==> src/rtl/alu_exec_unit_if.sv <==
// Handshake bundle between the ID/EX side, the execute ALU and the EX/MEM side.
// The master drives operations and consumes results; the slave is the ALU.
interface alu_exec_unit_if #(
    parameter int WIDTH = 64
);
    logic             in_valid;
    logic             in_ready;
    logic [3:0]       operation;
    logic [WIDTH-1:0] a;
    logic [WIDTH-1:0] b;
    logic             out_valid;
    logic             out_ready;
    logic [WIDTH-1:0] result;
    logic             zero;
    logic             illegal;
    logic             busy;

    modport master (
        output in_valid, operation, a, b, out_ready,
        input  in_ready, out_valid, result, zero, illegal, busy
    );

    modport slave (
        input  in_valid, operation, a, b, out_ready,
        output in_ready, out_valid, result, zero, illegal, busy
    );
endinterface

==> src/rtl/alu_exec_unit.sv <==
// Execute-stage ALU: single-cycle logic/add/sub/compare, fixed-latency iterative
// shift-add multiply, registered result behind a valid/ready output slot.
module alu_exec_unit #(
    parameter int WIDTH = 64,
    parameter int CNT_W = 7
) (
    input  logic            clk,
    input  logic            rst_n,
    input  logic            flush,
    alu_exec_unit_if.slave  bus
);
    localparam logic [3:0] OP_AND = 4'b0000;
    localparam logic [3:0] OP_OR  = 4'b0001;
    localparam logic [3:0] OP_ADD = 4'b0010;
    localparam logic [3:0] OP_SUB = 4'b0110;
    localparam logic [3:0] OP_SLT = 4'b0111;
    localparam logic [3:0] OP_MUL = 4'b1000;

    typedef enum logic {IDLE, MUL} state_t;

    state_t             state, state_next;
    logic               out_valid, out_valid_next;
    logic [WIDTH-1:0]   result, result_next;
    logic               illegal, illegal_next;
    logic [WIDTH-1:0]   mcand, mcand_next;
    logic [WIDTH-1:0]   mplier, mplier_next;
    logic [WIDTH-1:0]   acc, acc_next;
    logic [CNT_W-1:0]   cnt, cnt_next;

    logic               accept;
    logic               out_fire;
    logic [WIDTH-1:0]   alu_res;
    logic               alu_ill;
    logic [WIDTH-1:0]   acc_sum;

    assign bus.in_ready  = (state == IDLE) && !flush && (!out_valid || bus.out_ready);
    assign bus.out_valid = out_valid;
    assign bus.result    = result;
    assign bus.zero      = (result == '0);
    assign bus.illegal   = illegal;
    assign bus.busy      = (state == MUL);

    assign accept   = bus.in_valid && bus.in_ready;
    assign out_fire = out_valid && bus.out_ready;
    assign acc_sum  = mplier[0] ? (acc + mcand) : acc;

    // Single-cycle datapath; unknown codes produce a zero result flagged illegal.
    always_comb begin
        alu_res = '0;
        alu_ill = 1'b0;
        case (bus.operation)
            OP_AND:  alu_res = bus.a & bus.b;
            OP_OR:   alu_res = bus.a | bus.b;
            OP_ADD:  alu_res = bus.a + bus.b;
            OP_SUB:  alu_res = bus.a - bus.b;
            OP_SLT:  alu_res = {{(WIDTH-1){1'b0}}, ($signed(bus.a) < $signed(bus.b))};
            default: alu_ill = 1'b1;
        endcase
    end

    always_ff @(posedge clk or negedge rst_n) begin
        if (!rst_n) begin
            state     <= IDLE;
            out_valid <= 1'b0;
            result    <= '0;
            illegal   <= 1'b0;
            mcand     <= '0;
            mplier    <= '0;
            acc       <= '0;
            cnt       <= '0;
        end else begin
            state     <= state_next;
            out_valid <= out_valid_next;
            result    <= result_next;
            illegal   <= illegal_next;
            mcand     <= mcand_next;
            mplier    <= mplier_next;
            acc       <= acc_next;
            cnt       <= cnt_next;
        end
    end

    // Flush overrides everything; the held result stays put but is no longer valid.
    always_comb begin
        state_next     = state;
        out_valid_next = out_valid;
        result_next    = result;
        illegal_next   = illegal;
        mcand_next     = mcand;
        mplier_next    = mplier;
        acc_next       = acc;
        cnt_next       = cnt;

        if (flush) begin
            state_next     = IDLE;
            out_valid_next = 1'b0;
            cnt_next       = '0;
        end else begin
            case (state)
                IDLE: begin
                    if (out_fire) begin
                        out_valid_next = 1'b0;
                    end
                    if (accept) begin
                        if (bus.operation == OP_MUL) begin
                            mcand_next  = bus.a;
                            mplier_next = bus.b;
                            acc_next    = '0;
                            cnt_next    = CNT_W'(WIDTH);
                            state_next  = MUL;
                        end else begin
                            result_next    = alu_res;
                            illegal_next   = alu_ill;
                            out_valid_next = 1'b1;
                        end
                    end
                end
                MUL: begin
                    acc_next    = acc_sum;
                    mcand_next  = mcand << 1;
                    mplier_next = mplier >> 1;
                    cnt_next    = cnt - CNT_W'(1);
                    // Latency is fixed at WIDTH iterations even if the multiplier runs out early.
                    if (cnt == CNT_W'(1)) begin
                        result_next    = acc_sum;
                        illegal_next   = 1'b0;
                        out_valid_next = 1'b1;
                        state_next     = IDLE;
                    end
                end
                default: state_next = IDLE;
            endcase
        end
    end
endmodule

==> src/flat_wrapper.sv <==
// flat-port wrapper written by rule: the top's interface ports become plain ports
module alu_exec_unit_flat 
#(
    parameter int WIDTH = 64,
    parameter int CNT_W = 7
)
  (clk, rst_n, flush, bus_in_valid, bus_operation, bus_a, bus_b, bus_out_ready, bus_in_ready, bus_out_valid, bus_result, bus_zero, bus_illegal, bus_busy);
  alu_exec_unit_if #(.WIDTH(WIDTH)) bus_i ();
  input  logic clk;
  input  logic rst_n;
  input  logic flush;
  input wire logic [$bits(bus_i.in_valid)-1:0] bus_in_valid;
  input wire logic [$bits(bus_i.operation)-1:0] bus_operation;
  input wire logic [$bits(bus_i.a)-1:0] bus_a;
  input wire logic [$bits(bus_i.b)-1:0] bus_b;
  input wire logic [$bits(bus_i.out_ready)-1:0] bus_out_ready;
  output wire logic [$bits(bus_i.in_ready)-1:0] bus_in_ready;
  output wire logic [$bits(bus_i.out_valid)-1:0] bus_out_valid;
  output wire logic [$bits(bus_i.result)-1:0] bus_result;
  output wire logic [$bits(bus_i.zero)-1:0] bus_zero;
  output wire logic [$bits(bus_i.illegal)-1:0] bus_illegal;
  output wire logic [$bits(bus_i.busy)-1:0] bus_busy;
  assign bus_i.in_valid = bus_in_valid;
  assign bus_i.operation = bus_operation;
  assign bus_i.a = bus_a;
  assign bus_i.b = bus_b;
  assign bus_i.out_ready = bus_out_ready;
  assign bus_in_ready = bus_i.in_ready;
  assign bus_out_valid = bus_i.out_valid;
  assign bus_result = bus_i.result;
  assign bus_zero = bus_i.zero;
  assign bus_illegal = bus_i.illegal;
  assign bus_busy = bus_i.busy;
  alu_exec_unit #(.WIDTH(WIDTH), .CNT_W(CNT_W)) u_core (.clk(clk), .rst_n(rst_n), .flush(flush), .bus(bus_i));
endmodule
==> config.mk <==
export PLATFORM = sky130hd
export DESIGN_NAME = alu_exec_unit_flat
export DESIGN_NICKNAME = d
export VERILOG_FILES = /design/src/rtl/alu_exec_unit_if.sv /design/src/rtl/alu_exec_unit.sv /design/src/flat_wrapper.sv
export SDC_FILE = /design/constraint.sdc
export NUM_CORES = 1
export LEC_CHECK = 0
export BUFFER_PORTS_ARGS = -buffer_cell sky130_fd_sc_hd__buf_2
export CORE_AREA = 2 2 246 248
export DETAILED_ROUTE_END_ITERATION = 12
export DIE_AREA = 0 0 248 250
export GPL_TIMING_DRIVEN = 0
export PLACE_DENSITY_LB_ADDON = 0.08
export SLEW_MARGIN = 20
export SYNTH_ARGS = -nofsm -noshare
export SYNTH_HDL_FRONTEND = slang
export SYNTH_SLANG_ARGS = --single-unit
export TNS_END_PERCENT = 20
==> constraint.sdc <==
create_clock -name clk -period 4.5 [get_ports clk]
set_input_delay 0.9 -clock clk [delete_from_list [all_inputs] [get_ports clk]]
set_output_delay 0.9 -clock clk [all_outputs]
set_load 0.02 [all_outputs]
==> results of run 1 <==
==> layout make-up <==
cell class | instances | area (um2)
multi-input cells | 2761 | 18610
flip-flops and latches | 266 | 6656
clock inverters | 16 | 167.7
diodes | 3 | 7.507
well taps | 782 | 978.4
repair buffers | 215 | 1166
inverters | 225 | 844.6
plain buffers | 206 | 808.3
clock buffers | 46 | 987.2
fillers | 6068 | 29350
==> registers in the layout, indices dropped and copies added, names as in the netlist <==
signal and count:
u_core.acc 64, u_core.bus.out_valid 1, u_core.cnt 7, u_core.bus.busy 1, u_core.mplier 64, u_core.mcand 64
u_core.bus.illegal 1, u_core.bus.result 64
==> worst paths after layout <==
path,start,end,slack [ps],cells past startpoint
min in group clk,u_core.bus.illegal,u_core.bus.illegal,470,2
worst max-delay path,bus_operation[1],u_core.bus.result[51],-100,10
max in group asynchronous,rst_n,u_core.mcand[54],2810,3
worst max register to register,u_core.mcand[0],u_core.bus.result[62],280,13
worst min-delay path,rst_n,u_core.bus.result[15],300,1
worst min register to register,u_core.bus.illegal,u_core.bus.illegal,470,2
==> cell usage after synthesis, types with 21 or more instances <==
master    count
and3_1       24
o21bai_1     48
a221o_1      26
nand4_1      39
ha_1        259
o221ai_1     39
nand3_1      58
a21o_1       67
mux2i_1     154
a31oi_1      46
nor4_1       54
a221oi_1     46
o31ai_1      45
xnor2_1      44
inv_1       224
a21oi_1     309
o21ai_0     362
xor2_1       21
o211ai_1     21
nor2b_1      27
nand2b_1     27
nor2_1      255
nor3_1       38
dfrtp_1     266
clkbuf_1    195
a211oi_1     32
nand2_1     455
==> worst max-delay path: cells and delay by family <==
kind / cells / cell delay, ps
simple gates: 3 / 680
buf+inv: 4 / 2750
compound gates: 3 / 730
==> logic make-up (layout without fill, tap and decap cells) <==
| group | Yosys count | after routing | synth area share (%) |
|---|---|---|---|
| XOR/XNOR | 65 | 65 | 2.155 |
| AND/OR/NAND/NOR | 1044 | 1044 | 17.84 |
| buffers and inverters | 438 | 708 | 6.285 |
| flip-flops | 266 | 266 | 25.20 |
| other | 0 | 3 | 0 |
| adder cells (fa/ha/maj) | 262 | 262 | 12.49 |
| multiplexers | 159 | 159 | 6.048 |
| AO/OA/AOI/OAI | 1231 | 1231 | 29.98 |
==> report_power, final <==
part           leakage (nW)  internal (mW)  total, mW  switching, mW
registers              3.47           2.82       3.28          0.462
logic                  9.48           1.16       3.57           2.40
clock network         0.577           1.68       2.91           1.23
total                  13.5           5.65       9.75           4.10
==> timing repair <==
| action | in CTS | in global routing |
|---|---|---|
| pin swaps | 1 | 24 |
| gates resized for setup | 37 | 79 |
| buffers inserted | 0 | 9 |
| endpoints found under the setup margin | 210 | 127 |
==> placed cells by master, fill, tap and decap left out, drive strengths merged, types with 32 or more instances in the layout <==
cell type | synthesis | routed
mux2i | 154 | 154
a21oi | 309 | 309
o21bai | 48 | 48
nor4 | 56 | 56
a21o | 67 | 67
nand4 | 39 | 39
xnor2 | 44 | 44
o21ai | 367 | 367
clkbuf | 195 | 233
dfrtp | 266 | 266
buf | 18 | 233
a31oi | 49 | 49
nand2 | 455 | 455
o31ai | 45 | 45
ha | 259 | 259
nand3 | 58 | 58
a221oi | 47 | 47
inv | 224 | 227
nor3 | 39 | 39
o221ai | 39 | 39
nor2 | 255 | 255
a211oi | 32 | 32
==> routing by layer <==
layer	global-route usage (%)	share of wire [%]	vias to the layer above
met3	9.861	11	328
li1	-	-	13130
met1	57.47	43	14230
met4	15.65	4.4	12
met2	59.07	42	1513
met5	0	0.056	-
==> reports/metrics.cfg, run 1 <==
[timing]
setup_ws_ps=-103.7
slew_violations=0
setup_tns_ps=-185.5
fmax_mhz=217.2
setup-violations-final=2
period_needed_ps=4604
finalHoldViolCount=0
max_slew_margin_pct=8.989
finalClockSkew_ps=27.69
finalCritPeriodShare_pct=102.3
rsz0062_at_grt=yes
hold_slack_ps=296.4
tightest_slew_ps=1365

[global_routing]
first_global_vias=27270
antenna_found_initial=10
grt_first_pass_wirelength_um=184400
grt_remaining_overflow=0
grt_max_degree=93
grt_use_total_pct=40.60

[floorplanning]
die_y_um=250
core_area_mm2=0.05957
ioPinCount=206
die_w_um=248
initial_core_util_pct=44.35
die_area_mm2=0.06200
core.rowCount=90

[worst_setup_path]
critPathKind=in -> reg
startpoint_type=input pin
required_ps=4980
critPathMaxStageDelay_ps=930
path_cells=clkbuf_1, nor2b_1, and2_1, clkbuf_1, clkbuf_1, clkbuf_1, o2111ai_1, nand3_1, o21ai_0, a21oi_1
cpMostUsedCell=clkbuf_1
crit_slowest_cell=clkbuf_1
crit_path_end_kind=flop
cp.arrival_ps=5090
crit_fanout=10

[clock_tree]
cts.sinks=266
cts_buffer_depth=3
cts_hold_buf=0
numCtsBuffers=35
clock_tree.htree_level_count=2
clk_latency_ps=590
cts_tree=done
path_clk_slew_ps=60
cts_root_buffer=clkbuf_16

[worst_hold_path]
hold_path.class=in -> async

[synth]
synth-main-ff-cell=dfrtp_1
syn_inst=3465
async_flop_share_pct=100.0
yosys.cell_types.count=83
yosysWarnings=0
synth_fp_nets=3864
ys_seq_area_share_pct=25.20
netlist.area_leader.share_pct=25.20
synth_largest_area_cell=dfrtp_1
ys_ff_latch=266
yosys-top-cells-area=dfrtp_1 (25%), ha_1 (12%), o21ai_0 (6.9%)
avgSynthCellArea_um2=7.624
syn_area_mm2=0.02642
synth_edf_count=0

[place]
routabilityCongestion=1.039
place_area_mm2=0.02851
dp.final_hpwl_um=102400
place.port_buffers=202
place_ws_ps=-1421
dpl.cell_count=4453

[final_layout]
syn2layout_area_growth_pct=14.41
fin_cells=4520
nets=4109
final_area_mm2=0.03022
drive_above_1_share_pct=10.74
final_core_util_pct=50.74

[power_and_ir_drop]
power_density_mw_per_mm2=322.7
total_power_mw=9.754
ir_drop_uv=329.4
p_leak_nw=13.53

[run_status]
outcome=complete, but fails checks
violations=negative setup slack

[drt]
drt_iter0_drc=3595
via_per_inst=6.463
drc_errors=0
vias=29210
drt-total-wl_um=128900
drtPass1Iterations=7
antenna_left=0
wire_per_inst_um=28.51

[job]
drv_cap=0

Note: power is estimated with default switching activity, not from simulation.
==> run 2: changes to the inputs <==
--- a/config.mk
+++ b/config.mk
@@ -11,6 +11,7 @@
 export DIE_AREA = 0 0 248 250
 export GPL_TIMING_DRIVEN = 0
 export PLACE_DENSITY_LB_ADDON = 0.08
+export SKIP_CTS_REPAIR_TIMING = 1
 export SLEW_MARGIN = 20
 export SYNTH_ARGS = -nofsm -noshare
 export SYNTH_HDL_FRONTEND = slang
==> run 2 against run 1 <==
The flow still finishes with violations (negative setup slack). Setup slack got worse by 62 ps. Die area stayed put. Hold slack worse by 1.7 ps. Combinational power barely moved. Routed wire length barely moved. Via count grew 0.12%. Non-clock buffer count increased by 1. Cell area decreased by 0.30%. Critical endpoint is now u_core.bus.result[57].
==> reports/metrics.cfg, run 2 (same netlist as run 1, synthesis figures left out) <==
[run_status]
outcome=complete, but fails checks
violations=negative setup slack

[timing]
tightest_slew_ps=1310
setup-violations-final=12
finalClockSkew_ps=18.41
setup_tns_ps=-597.9
max_slew_margin_pct=12.64
rsz0062_at_grt=yes
period_needed_ps=4666
finalCritPeriodShare_pct=103.7
setup_ws_ps=-165.8
slew_violations=0
fmax_mhz=214.3
finalHoldViolCount=0
hold_slack_ps=294.7

[final_layout]
syn2layout_area_growth_pct=14.07
multiInputGateArea_mm2=0.01853
nets=4110
fillCellCount=6081
seq_area_mm2=0.006656
layout_commonest_cell=nand2_1
drive_above_1_share_pct=10.36
final_cell_mix=nand2_1 (455), o21ai_0 (353), a21oi_1 (301)

[worst_setup_path]
crit_slowest_cell=o221ai_1
path_cells=buf_2, inv_1, ha_1, clkbuf_1, nand2_1, nor3_1, nand3_1, o221ai_1, o211ai_1, nand3b_1, a211o_1, a221o_1, mux2_1, a311oi_2, a21oi_1
path_buf_inv=3
r2r_start=u_core.bus.busy
startpoint_type=input pin
critPathMaxStageDelay_ps=500
crit_path_end_kind=flop
crit_fanout=10
cp.arrival_ps=5100
reg2reg_slack_ps=10
critPathKind=in -> reg
critPathTopFamily=compound AO/OA/AOI/OAI gates
r2r_cells=8
required_ps=4930
r2r_end=u_core.acc[41]

[global_routing]
grt_first_pass_wirelength_um=184200
antenna_found_initial=9
grt_max_degree=93
met2_usage_pct=59.10
busiest_layer=met2
grtUsageMet3_pct=10.12
grt_use_total_pct=40.56
first_global_vias=27240
grt_remaining_overflow=0
grtUsageMet1_pct=57.33

[clock_tree]
clk_latency_ps=580
cts_tree=done
path_clk_slew_ps=60
numCtsBuffers=35
cts.sinks=266
cts_root_buffer=clkbuf_16
cts_buffer_depth=3
clock_tree.htree_level_count=2

[drt]
drtPass1Iterations=6
vias=29250
antenna_left=0
drt_iter0_drc=3573
drt-total-wl_um=129000
drc_errors=0
wire_per_inst_um=28.53
via_per_inst=6.469

[floorplanning]
initial_core_util_pct=44.35
die_area_mm2=0.06200
die_w_um=248
die_y_um=250
core_area_mm2=0.05957
ioPinCount=206
core.rowCount=90

[power_and_ir_drop]
ir_drop_uv=329.3
p_leak_nw=13.50
power_density_mw_per_mm2=323.1

[job]
drv_cap=0

[place]
dp.final_hpwl_um=102400
place.port_buffers=202
routabilityCongestion=1.039

[worst_hold_path]
hold_path.class=in -> async

run 2: metal layers:
metal  share of wire (%)  vias to the layer above
met2                  42                     1615
li1                    -                    13110
met5               0.029                        -
met3                  11                      299
met4                 4.3                        6
met1                  43                    14210
run 2: per-stage QoR:
stage                     cell area [um2]  utilization (%)  worst slack (ps)  power, mW  cells
after detailed placement            28510            47.87             -1421      6.649   4453
after CTS                           29670            49.80            -835.4      9.555   4515
after floorplan                     26420                -             313.4      5.299   3465
after global placement              28410            47.69             -2583      6.642   4449
final                               30130            50.58            -165.8      9.736   4521
after global routing                30130            50.58            -209.0      10.18   4519
run 2: final cells by class:
| cell class | count | share of cell area [%] |
|---|---|---|
| Sequential cell | 266 | 22.09 |
| Tap cell | 782 | 3.247 |
| Clock buffer | 46 | 3.276 |
| Inverter | 225 | 2.803 |
| Antenna cell | 3 | 0.02491 |
| Multi-Input combinational cell | 2761 | 61.48 |
| Clock inverter | 16 | 0.5564 |
| Timing Repair Buffer | 212 | 3.783 |
| Buffer | 210 | 2.741 |
run 2: worst max-delay path by stage:
stage	from	cells past startpoint	slack [ps]	end
after floorplan	bus_a[0]	14	310	u_core.bus.result[58]
after global placement	rst_n	1	-2580	u_core.mplier[53]
after detailed placement	bus_a[0]	15	-1420	u_core.bus.result[0]
after CTS	bus_a[0]	15	-840	u_core.bus.result[0]
after global routing	bus_a[12]	15	-210	u_core.bus.result[59]
final	bus_a[15]	15	-170	u_core.bus.result[57]
run 2: worst register-to-register path, delay by kind of cell, from the launching register on:
family,cells,cell delay (ps)
simple gates,2,670
buf+inv,4,2830
compound gates,2,530
flops,1,370
run 2: report_power, final:
group	switching, mW	internal (mW)
registers	0.466	2.82
logic	2.40	1.15
clock network	1.22	1.68
total	4.09	5.65
